[src/rtl/key_pkg.sv]
// Shared types and constants for the keypad expression-entry controller.
package key_pkg;

  typedef enum logic [2:0] {
    ST_IDLE = 3'd0,
    ST_OPA  = 3'd1,
    ST_OPR  = 3'd2,
    ST_OPB  = 3'd3,
    ST_DONE = 3'd4
  } state_t;

  localparam logic [3:0] KEY_EQ_DFLT = 4'hF;
  localparam logic [3:0] KEY_BS_DFLT = 4'hE;

  function automatic logic is_digit(input logic [3:0] code);
    return code <= 4'd9;
  endfunction

endpackage

[src/rtl/key_accum.sv]
// Per-operand decimal accumulator: digit limit, drop flag and, with KEY_BACKSPACE_EN, divide-by-10 undo.
module key_accum #(
  parameter int unsigned DIGITS = 3,
  parameter int unsigned OPW    = 16
) (
  input  logic                         clk,
  input  logic                         rst_n,
  input  logic                         clr,
  input  logic                         load,
  input  logic                         acc,
  input  logic                         bs,
  input  logic [3:0]                   digit,
  output logic [OPW-1:0]               val,
  output logic [$clog2(DIGITS+1)-1:0]  cnt,
  output logic [$clog2(DIGITS+1)-1:0]  cnt_nxt_c,
  output logic                         drop_c
);

  localparam int unsigned CW = $clog2(DIGITS + 1);

  logic [OPW-1:0] val_nxt;

`ifndef KEY_BACKSPACE_EN
  logic unused_bs;
  assign unused_bs = bs;
`endif

  // Priority: clear, first-digit load, accumulate, backspace.
  always_comb begin
    val_nxt   = val;
    cnt_nxt_c = cnt;
    drop_c    = 1'b0;
    if (clr) begin
      val_nxt   = '0;
      cnt_nxt_c = '0;
    end else if (load) begin
      val_nxt   = OPW'(digit);
      cnt_nxt_c = CW'(1);
    end else if (acc) begin
      if (cnt < CW'(DIGITS)) begin
        val_nxt   = val * OPW'(10) + OPW'(digit);
        cnt_nxt_c = cnt + CW'(1);
      end else begin
        drop_c = 1'b1;
      end
    end
`ifdef KEY_BACKSPACE_EN
    else if (bs && (cnt != '0)) begin
      val_nxt   = val / OPW'(10);
      cnt_nxt_c = cnt - CW'(1);
    end
`endif
  end

  always_ff @(posedge clk or negedge rst_n) begin
    if (!rst_n) begin
      val <= '0;
      cnt <= '0;
    end else begin
      val <= val_nxt;
      cnt <= cnt_nxt_c;
    end
  end

endmodule

[src/rtl/key_expr_entry.sv]
// Keypad expression-entry controller: key codes -> operand A, operator, operand B with valid/ready.
// Optional backspace support via `define KEY_BACKSPACE_EN.
module key_expr_entry
  import key_pkg::*;
#(
  parameter int unsigned DIGITS = 3,
  parameter int unsigned OPW    = 16,
  parameter logic [3:0]  KEY_EQ = KEY_EQ_DFLT,
  parameter logic [3:0]  KEY_BS = KEY_BS_DFLT
) (
  input  logic                         IN_clk,
  input  logic                         IN_reset,
  input  logic                         IN_key,
  input  logic [3:0]                   IN_value,
  input  logic                         IN_clr,
  input  logic                         IN_ready,
  output logic                         OUT_valid,
  output logic [OPW-1:0]               OUT_src,
  output logic [OPW-1:0]               OUT_dst,
  output logic [3:0]                   OUT_alu_op,
  output logic [2:0]                   OUT_state,
  output logic [$clog2(DIGITS+1)-1:0]  OUT_cnt,
  output logic                         OUT_ovf
);

  localparam int unsigned    CW      = $clog2(DIGITS + 1);
  localparam longint unsigned MAX_DEC = (64'd10 ** DIGITS) - 64'd1;
  localparam longint unsigned MAX_OPW = (64'd1 << OPW) - 64'd1;

  generate
    if (MAX_DEC > MAX_OPW) begin : g_param_chk
      $error("key_expr_entry: OPW too narrow to hold DIGITS decimal digits");
    end
  endgenerate

`ifdef KEY_BACKSPACE_EN
  localparam logic BS_EN = 1'b1;
`else
  localparam logic BS_EN = 1'b0;
`endif

  state_t          state, state_nxt;
  logic [3:0]      op_nxt;
  logic            ovf_clr, ovf_nxt, valid_nxt;
  logic [CW-1:0]   cnt_nxt;
  logic            is_dig_c, is_eq_c, is_bs_c, is_op_c;
  logic            a_clr, a_load, a_acc, a_bs, a_drop_c;
  logic            b_clr, b_load, b_acc, b_bs, b_drop_c;
  logic [CW-1:0]   a_cnt, a_cnt_nxt_c, b_cnt, b_cnt_nxt_c;

  assign is_dig_c  = is_digit(IN_value);
  assign is_eq_c   = !is_dig_c && (IN_value == KEY_EQ);
  assign is_bs_c   = BS_EN && !is_dig_c && !is_eq_c && (IN_value == KEY_BS);
  assign is_op_c   = !is_dig_c && !is_eq_c && !is_bs_c;
  assign OUT_state = state;

  key_accum #(.DIGITS(DIGITS), .OPW(OPW)) u_acc_a (
    .clk(IN_clk), .rst_n(IN_reset), .clr(a_clr), .load(a_load), .acc(a_acc), .bs(a_bs),
    .digit(IN_value), .val(OUT_src), .cnt(a_cnt), .cnt_nxt_c(a_cnt_nxt_c), .drop_c(a_drop_c)
  );

  key_accum #(.DIGITS(DIGITS), .OPW(OPW)) u_acc_b (
    .clk(IN_clk), .rst_n(IN_reset), .clr(b_clr), .load(b_load), .acc(b_acc), .bs(b_bs),
    .digit(IN_value), .val(OUT_dst), .cnt(b_cnt), .cnt_nxt_c(b_cnt_nxt_c), .drop_c(b_drop_c)
  );

  // Next-state and operand control; clear wins over keys and handshake.
  always_comb begin
    state_nxt = state;
    op_nxt    = OUT_alu_op;
    ovf_clr   = 1'b0;
    a_clr = 1'b0; a_load = 1'b0; a_acc = 1'b0; a_bs = 1'b0;
    b_clr = 1'b0; b_load = 1'b0; b_acc = 1'b0; b_bs = 1'b0;
    if (IN_clr) begin
      state_nxt = ST_IDLE;
      op_nxt    = '0;
      ovf_clr   = 1'b1;
      a_clr     = 1'b1;
      b_clr     = 1'b1;
    end else begin
      case (state)
        ST_IDLE: if (IN_key) begin
          if (is_dig_c) begin
            a_load    = 1'b1;
            state_nxt = ST_OPA;
          end else if (is_eq_c) begin
            op_nxt  = '0;
            ovf_clr = 1'b1;
            a_clr   = 1'b1;
            b_clr   = 1'b1;
          end else if (is_op_c) begin
            op_nxt    = IN_value;
            ovf_clr   = 1'b1;
            a_clr     = 1'b1;
            b_clr     = 1'b1;
            state_nxt = ST_OPR;
          end
        end
        ST_OPA: if (IN_key) begin
          if (is_dig_c) begin
            a_acc = 1'b1;
          end else if (is_bs_c) begin
            a_bs = 1'b1;
          end else if (is_op_c) begin
            op_nxt    = IN_value;
            ovf_clr   = 1'b1;
            b_clr     = 1'b1;
            state_nxt = ST_OPR;
          end
        end
        ST_OPR: if (IN_key) begin
          if (is_dig_c) begin
            b_load    = 1'b1;
            state_nxt = ST_OPB;
          end else if (is_bs_c) begin
            state_nxt = ST_OPA;
          end else if (is_op_c) begin
            op_nxt = IN_value;
          end
        end
        ST_OPB: if (IN_key) begin
          if (is_dig_c) begin
            b_acc = 1'b1;
          end else if (is_eq_c) begin
            state_nxt = ST_DONE;
          end else if (is_bs_c) begin
            if (b_cnt == CW'(1)) begin
              b_clr     = 1'b1;
              state_nxt = ST_OPR;
            end else begin
              b_bs = 1'b1;
            end
          end
        end
        ST_DONE: if (OUT_valid && IN_ready) begin
          state_nxt = ST_IDLE;
          op_nxt    = '0;
          ovf_clr   = 1'b1;
          a_clr     = 1'b1;
          b_clr     = 1'b1;
        end
        default: state_nxt = ST_IDLE;
      endcase
    end
  end

  // Sticky overflow, visible digit count and valid derived from the next state.
  always_comb begin
    ovf_nxt   = ovf_clr ? 1'b0 : (OUT_ovf | a_drop_c | b_drop_c);
    valid_nxt = (state_nxt == ST_DONE);
    case (state_nxt)
      ST_OPA:          cnt_nxt = a_cnt_nxt_c;
      ST_OPB, ST_DONE: cnt_nxt = b_cnt_nxt_c;
      default:         cnt_nxt = '0;
    endcase
  end

  always_ff @(posedge IN_clk or negedge IN_reset) begin
    if (!IN_reset) begin
      state      <= ST_IDLE;
      OUT_alu_op <= '0;
      OUT_ovf    <= 1'b0;
      OUT_valid  <= 1'b0;
      OUT_cnt    <= '0;
    end else begin
      state      <= state_nxt;
      OUT_alu_op <= op_nxt;
      OUT_ovf    <= ovf_nxt;
      OUT_valid  <= valid_nxt;
      OUT_cnt    <= cnt_nxt;
    end
  end

  logic unused_a_cnt;
  assign unused_a_cnt = ^a_cnt;

endmodule
[config.mk]
export PLATFORM = sky130hd
export DESIGN_NAME = key_expr_entry
export DESIGN_NICKNAME = d
export VERILOG_FILES = /design/src/rtl/key_pkg.sv /design/src/rtl/key_accum.sv /design/src/rtl/key_expr_entry.sv
export SDC_FILE = /design/constraint.sdc
export NUM_CORES = 1
export LEC_CHECK = 0
export CORE_MARGIN = 5
export CORE_UTILIZATION = 35
export CTS_BUF_LIST = sky130_fd_sc_hd__clkbuf_4 sky130_fd_sc_hd__clkbuf_8
export CTS_CLUSTER_DIAMETER = 120
export DETAILED_ROUTE_END_ITERATION = 10
export HOLD_SLACK_MARGIN = 0.12
export PLACE_DENSITY_LB_ADDON = 0.08
export RECOVER_POWER = 25
export SYNTH_ARGS = -nofsm -noshare
export SYNTH_HDL_FRONTEND = slang
export SYNTH_SLANG_ARGS = --single-unit
[constraint.sdc]
create_clock -name IN_clk -period 6.7 [get_ports IN_clk]
set_input_delay 0.67 -clock IN_clk [delete_from_list [all_inputs] [get_ports IN_clk]]
set_output_delay 0.67 -clock IN_clk [all_outputs]
set_load 0.01 [all_outputs]
Yosys cells after proc, flatten, opt, wreduce, memory -nomap -nowiden --
Cells that the tools add are included.
Cells by class: bitwise logic cells 2, reductions and logical operators 16, mux-type cells 70, equal/unequal tests 13, order comparisons 3, multipliers 2, add/subtract/negate cells 4
Operator list (number):
- $mux 16 | 8
- $mux 3 | 13
- $add 16x4->16 | 2
- $mul 16x3->15 const B | 2
- $mux 4 | 8
- $mux 1 | 28
- $mux 2 | 8
- $pmux 3 s5 | 1
- $ne 3x3->1 const B | 4
- $pmux 4 s3 | 1
- $reduce_bool 3->1 | 4
- $eq 3x2->1 const B | 3
- $eq 3x1->1 const B | 2
- $eq 3x3->1 const B | 2
- $reduce_and 6->1 | 1
- $add 2x1->2 const B | 2
- $eq 4x4->1 const B | 1
- $le 4x4->1 const B | 1
- $lt 2x2->1 const B | 2
- $pmux 2 s2 | 1
- $reduce_and 2->1 | 2
- $reduce_bool 4->1 | 1
- $reduce_or 2->1 | 2
- $logic_and 1x1->1 | 3
- 6 further kinds | 8
Word-level totals: logic and storage cells 119, input bits 9, bits in registers 47

Logic depth before layout (Yosys ltp) --
word-level depth 15, gate-level depth with buffers 12

Hierarchy --
From an unflattened synthesis, not the netlist that was laid out.
Second synthesis, totals: cells, all modules 475, area, all modules 4170.2 um^2
By module, submodules not included:
- key_accum (u_acc_a) | area an instance 1759.2 um^2, instances 1, cells each 199
- key_accum (u_acc_b) | area an instance 1756.7 um^2, instances 1, cells each 205
- key_expr_entry | area an instance 654.4 um^2, instances 1, cells each 71

Worst setup path after synthesis --
OpenSTA, ideal clock, no wires.
path type reg-to-reg, start register u_acc_b.val[1], end register u_acc_b.val[15], cell stages (with the launch flop) 13, slack 3.753 ns, setup time 0.121 ns, clock period less this slack 2.947 ns, data arrival time 2.826 ns, buffers on the path 0, cells stage by stage dfrtp_1 -> ha_1 -> ha_1 -> inv_1 -> fa_1 -> nor2b_4 -> o2111a_2 -> nor3_2 -> or3b_1 -> o211a_1 -> nor4_4 -> xnor2_1 -> a22o_1
Between the ends: word-level cells in the longest chain between the ends 6
Ends and longest elaborated chain:
- from (decl) | RTL line key_accum.sv:13 | output logic [OPW-1:0] val,
- from (signal assigned) | RTL line key_accum.sv:60 | val <= val_nxt;
- $mul 16x3->15 | RTL line key_accum.sv:41 | val_nxt = val * OPW'(10) + OPW'(digit);
- $add 16x4->16 | RTL line key_accum.sv:41
- $mux 16 | RTL line key_accum.sv:40 | if (cnt < CW'(DIGITS)) begin
- $mux 16 | RTL line key_accum.sv:39 | end else if (acc) begin
- $mux 16 | RTL line key_accum.sv:36 | end else if (load) begin
- $mux 16 | RTL line key_accum.sv:33 | if (clr) begin
No other way between the ends. The select of a mux whose other input is x is not followed. A chain may end at the register's enable or synchronous reset.

Final worst setup path --
start input IN_value[2], end register u_acc_b.val[15]
Between the ends: word-level cells in the longest chain between the ends 13, elaborated cells on any way between the ends 28, classes of those cells 1 x add/sub; 1 x order compare; 1 x eq/ne; 18 x mux; 7 x reduce/logical
Ends and longest elaborated chain:
- from (decl) | RTL line key_expr_entry.sv:14 | input logic [3:0] IN_value,
- $le 4x4->1 | RTL line key_pkg.sv:16 | return code <= 4'd9;
- $logic_not 1->1 | RTL line key_expr_entry.sv:52, key_expr_entry.sv:54
- $logic_and 1x1->1 | RTL line key_expr_entry.sv:52 | assign is_eq_c = !is_dig_c && (IN_value == KEY_EQ);
- $logic_not 1->1 | RTL line key_expr_entry.sv:54 | assign is_op_c = !is_dig_c && !is_eq_c && !is_bs_c;
- $logic_and 1x1->1 | RTL line key_expr_entry.sv:54
- $mux 1 | RTL line key_expr_entry.sv:91, key_expr_entry.sv:104
- $mux 1 | RTL line key_expr_entry.sv:86 | end else if (is_eq_c) begin
- $mux 1 | RTL line key_expr_entry.sv:83 | if (is_dig_c) begin
- $mux 1 | RTL line key_expr_entry.sv:82 | ST_IDLE: if (IN_key) begin
- $pmux 1 s3
- $mux 1
- $reduce_bool 3->1 (no line)
- $reduce_and 2->1 (no line)
Several ways; a longest one is shown, not always the timed one. The select of a mux whose other input is x is not followed.

==> qor.yml <==
yosys:
  syn_inst: 415
  synth-edff-count: 0
  synth_nets: 480
  ys_async_sr_fraction_pct: 100
  yosysTopAreaCell: "dfrtp_1"
  syn-cell-area_um2: 4060
  synth-seq-area-share_pct: 28.9
  synth.distinct_cells: 65
  synth_top_area_share_pct: 28.9
  synth_warnings: 0
  yosys-top-cells-area: "dfrtp_1 (29%), ha_1 (16%), xnor2_1 (7.3%), a22o_1 (5.4%), a21oi_1 (3.0%)"
  synth_ff_type: "dfrtp_1"
  synth-seq-cells: 47
  syn_avg_cell_area_um2: 9.79
route:
  vias: 3298
  drtPass1Iterations: 4
  drtIter0Drc: 176
  route.detailed.drc: 0
  totalWireLength_um: 9770
  wl_per_cell_um: 16.2
  post_drt_via_cell_ratio: 5.47
  ant_nets: 0
power_and_ir_drop:
  power.leakage_nw: 2.23
  ir_drop_v: 0.000117
  p_total_mw: 0.681
  power_density_nw_per_um2: 142
placed_design:
  dp_slack_ns: 2.76
  io_buffers: 51
  place_area_um2: 4690
  hpwl_um: 7530
  gp_congestion: 0.795
  dp.cells: 595
floorplan:
  rows: 39
  die_width_um: 118
  die_area_um2: 13900
  core-area_um2: 11400
  dieHeight_um: 118
  ios: 52
  start_util_pct: 35.6
timing:
  fin_crit_sh_pct: 54.0
  setup_viol_count_final: 0
  slew_headroom_pct: -71.0
  final_max_slew_viol_count: 48
  rsz0062_at_grt: "false"
  hold_viol: 0
  fin_crit_ns: 3.62
  fmax_ghz: 0.276
  worstMarginPinSlew_ns: 2.56
  setup_tns_ns: 0
  setup_ws_ns: 3.08
  skew_ns: 0.00791
final_layout:
  nNetsFinal: 524
  design_area_um2: 4800
  stdcell_count: 603
  n_antenna_cell: 0
  fillers: 1147
  syn_to_final_growth_pct: 18.2
  drive_gt1_share_pct: 6.74
status:
  status: "finished with violations"
  violations: "capacitance limit, slew limit"
global_route:
  grt_overflow: 0
  antenna_found_initial: 0
  grt_max_degree: 48
  grt_pass1_vias: 3427
  grt_pass1_wl_um: 17200
  grt_use_total_pct: 14.5
min_path:
  min_path_type: "register to register"
  hold_start: "OUT_alu_op[3]"
  hold_depth: 1
cts:
  cts_sinks: 47
  clockBufferDepth: 2
  root_buffer: "clkbuf_8"
  clk_latency_ns: 0.30
  cts_inserted_buffers: 5
  path_clk_slew_ns: 0.09
  hold_buffers: 0
  cts_resized: 0
  post_cts_buffers: 0
  cts_tree: "done"
  h-tree-depth: 2
worst_setup_path:
  r2r_cells: 12
  path_class: "input pin to register"
  cp_max_fo: 20
  cp_data_arrival_time_ns: 3.81
  cp-end-kind: "register"
  startpoint: "IN_value[2]"
  regToRegStartpoint: "u_acc_a.val[1]"
  critical_path_required_ns: 6.89
  critPathLaunchType: "input pin"
flow_run:
  cap_viol_max_count: 1
## power by group
group,leakage (nW),switching [mW],total [mW],internal (mW)
Clock,0.0612,0.0971,0.218,0.121
Combinational,1.52,0.0824,0.154,0.0712
Sequential,0.646,0.0154,0.309,0.294
Total,2.23,0.195,0.681,0.486
## layout by cell type (no fill, tap or decap), types with 6 or more instances in the layout
cell / instances
a21o_1: 10
a21oi_1: 24
a22o_1: 25
a31oi_1: 7
clkbuf_8: 6
clkdlybuf4s50_1: 50
dfrtp_1: 47
ha_1: 52
inv_1: 11
mux2i_1: 6
nand2_1: 24
nand3_1: 9
nand3b_1: 6
nor2_1: 19
nor3_1: 7
o21ai_0: 9
o21ai_1: 7
o31ai_1: 7
xnor2_1: 34
xor2_1: 12
## layout make-up
cell class	instances	area [µm²]	area share, %
Multi-Input combinational cell	342	2780	57.9
Sequential cell	47	1180	24.5
Timing Repair Buffer	52	509	10.6
Tap cell	143	179	3.73
Clock buffer	6	82.6	1.72
Inverter	11	41.3	0.860
Clock inverter	2	35.0	0.730
## metal layers
metal / global-route usage [%] / vias to the layer above / part of all wire, %
met2: 23.9 / 52 / 46
met3: 2.02 / 10 / 2.5
met5: 0 / - / 0
li1: - / 1662 / -
met1: 20.3 / 1574 / 50
met4: 3.15 / 0 / 1.1
## registers in the layout (all words and copies together) (netlist names), 2 cells and up
register / cells
u_acc_a.cnt: 2
u_acc_a.val: 16
u_acc_b.val: 16
OUT_state: 3
u_acc_b.cnt: 2
OUT_alu_op: 4
OUT_cnt: 2
## logic make-up (layout without fill, tap and decap cells)
| kind of cell | count (synthesis) | in the layout | share of synthesized area, % |
|---|---|---|---|
| muxes | 6 | 6 | 1.48 |
| buffers and inverters | 26 | 71 | 2.80 |
| adders and majority gates | 56 | 56 | 18.0 |
| AOI/OAI and AO/OA | 122 | 122 | 22.1 |
| DFF | 47 | 47 | 28.9 |
| xor gates and xnor gates | 46 | 46 | 9.91 |
| and+or+nand+nor | 112 | 112 | 16.8 |
## synthesized netlist by cell type (all sizes together), types with 4 or more instances
library cell / count
a21o: 11
buf: 7
nor3b: 6
nand4: 5
o31ai: 7
o21ai: 16
a22o: 25
a31oi: 7
a21oi: 25
ha: 52
nand2b: 5
nand2: 24
nor3: 9
nand3: 9
o21a: 4
dfrtp: 47
nor4b: 4
xnor2: 34
nor4: 4
o221a: 4
clkbuf: 8
xor2: 12
nor2: 20
mux2i: 6
fa: 4
and3: 4
inv: 11
nor2b: 6
nand3b: 6
## path summary, 6_finish.rpt
| check | end | slack [ns] |
|---|---|---|
| worst min-delay path | OUT_alu_op[3] | 0.50 |
| min in group asynchronous | OUT_alu_op[0] | 1.25 |
| worst min register to register | OUT_alu_op[3] | 0.50 |
| worst max-delay path | u_acc_b.val[15] | 3.08 |
| max in group asynchronous | u_acc_b.val[1] | 3.99 |
| worst max register to register | u_acc_a.val[15] | 3.50 |
## per-stage QoR
step / hold WS [ns] / utilization (%)
3_5_place_dp: 0.490 / 41.1
4_1_cts: 0.457 / 42.1
3_3_place_gp: 0.482 / 41.1
5_1_grt: 0.541 / 42.1
2_1_floorplan: 0.374 / -
6_report: 0.503 / 42.1
## critical path: stages
cell             delay (ns)
clkdlybuf4s50_1        0.70
o21a_1                 0.35
nor4b_2                0.27
and2_1                 0.25
nand2_1                0.07
a21oi_1                0.79
nor3_2                 0.38
a22o_1                 0.33
No activity file was read; power rests on OpenSTA's default activity.
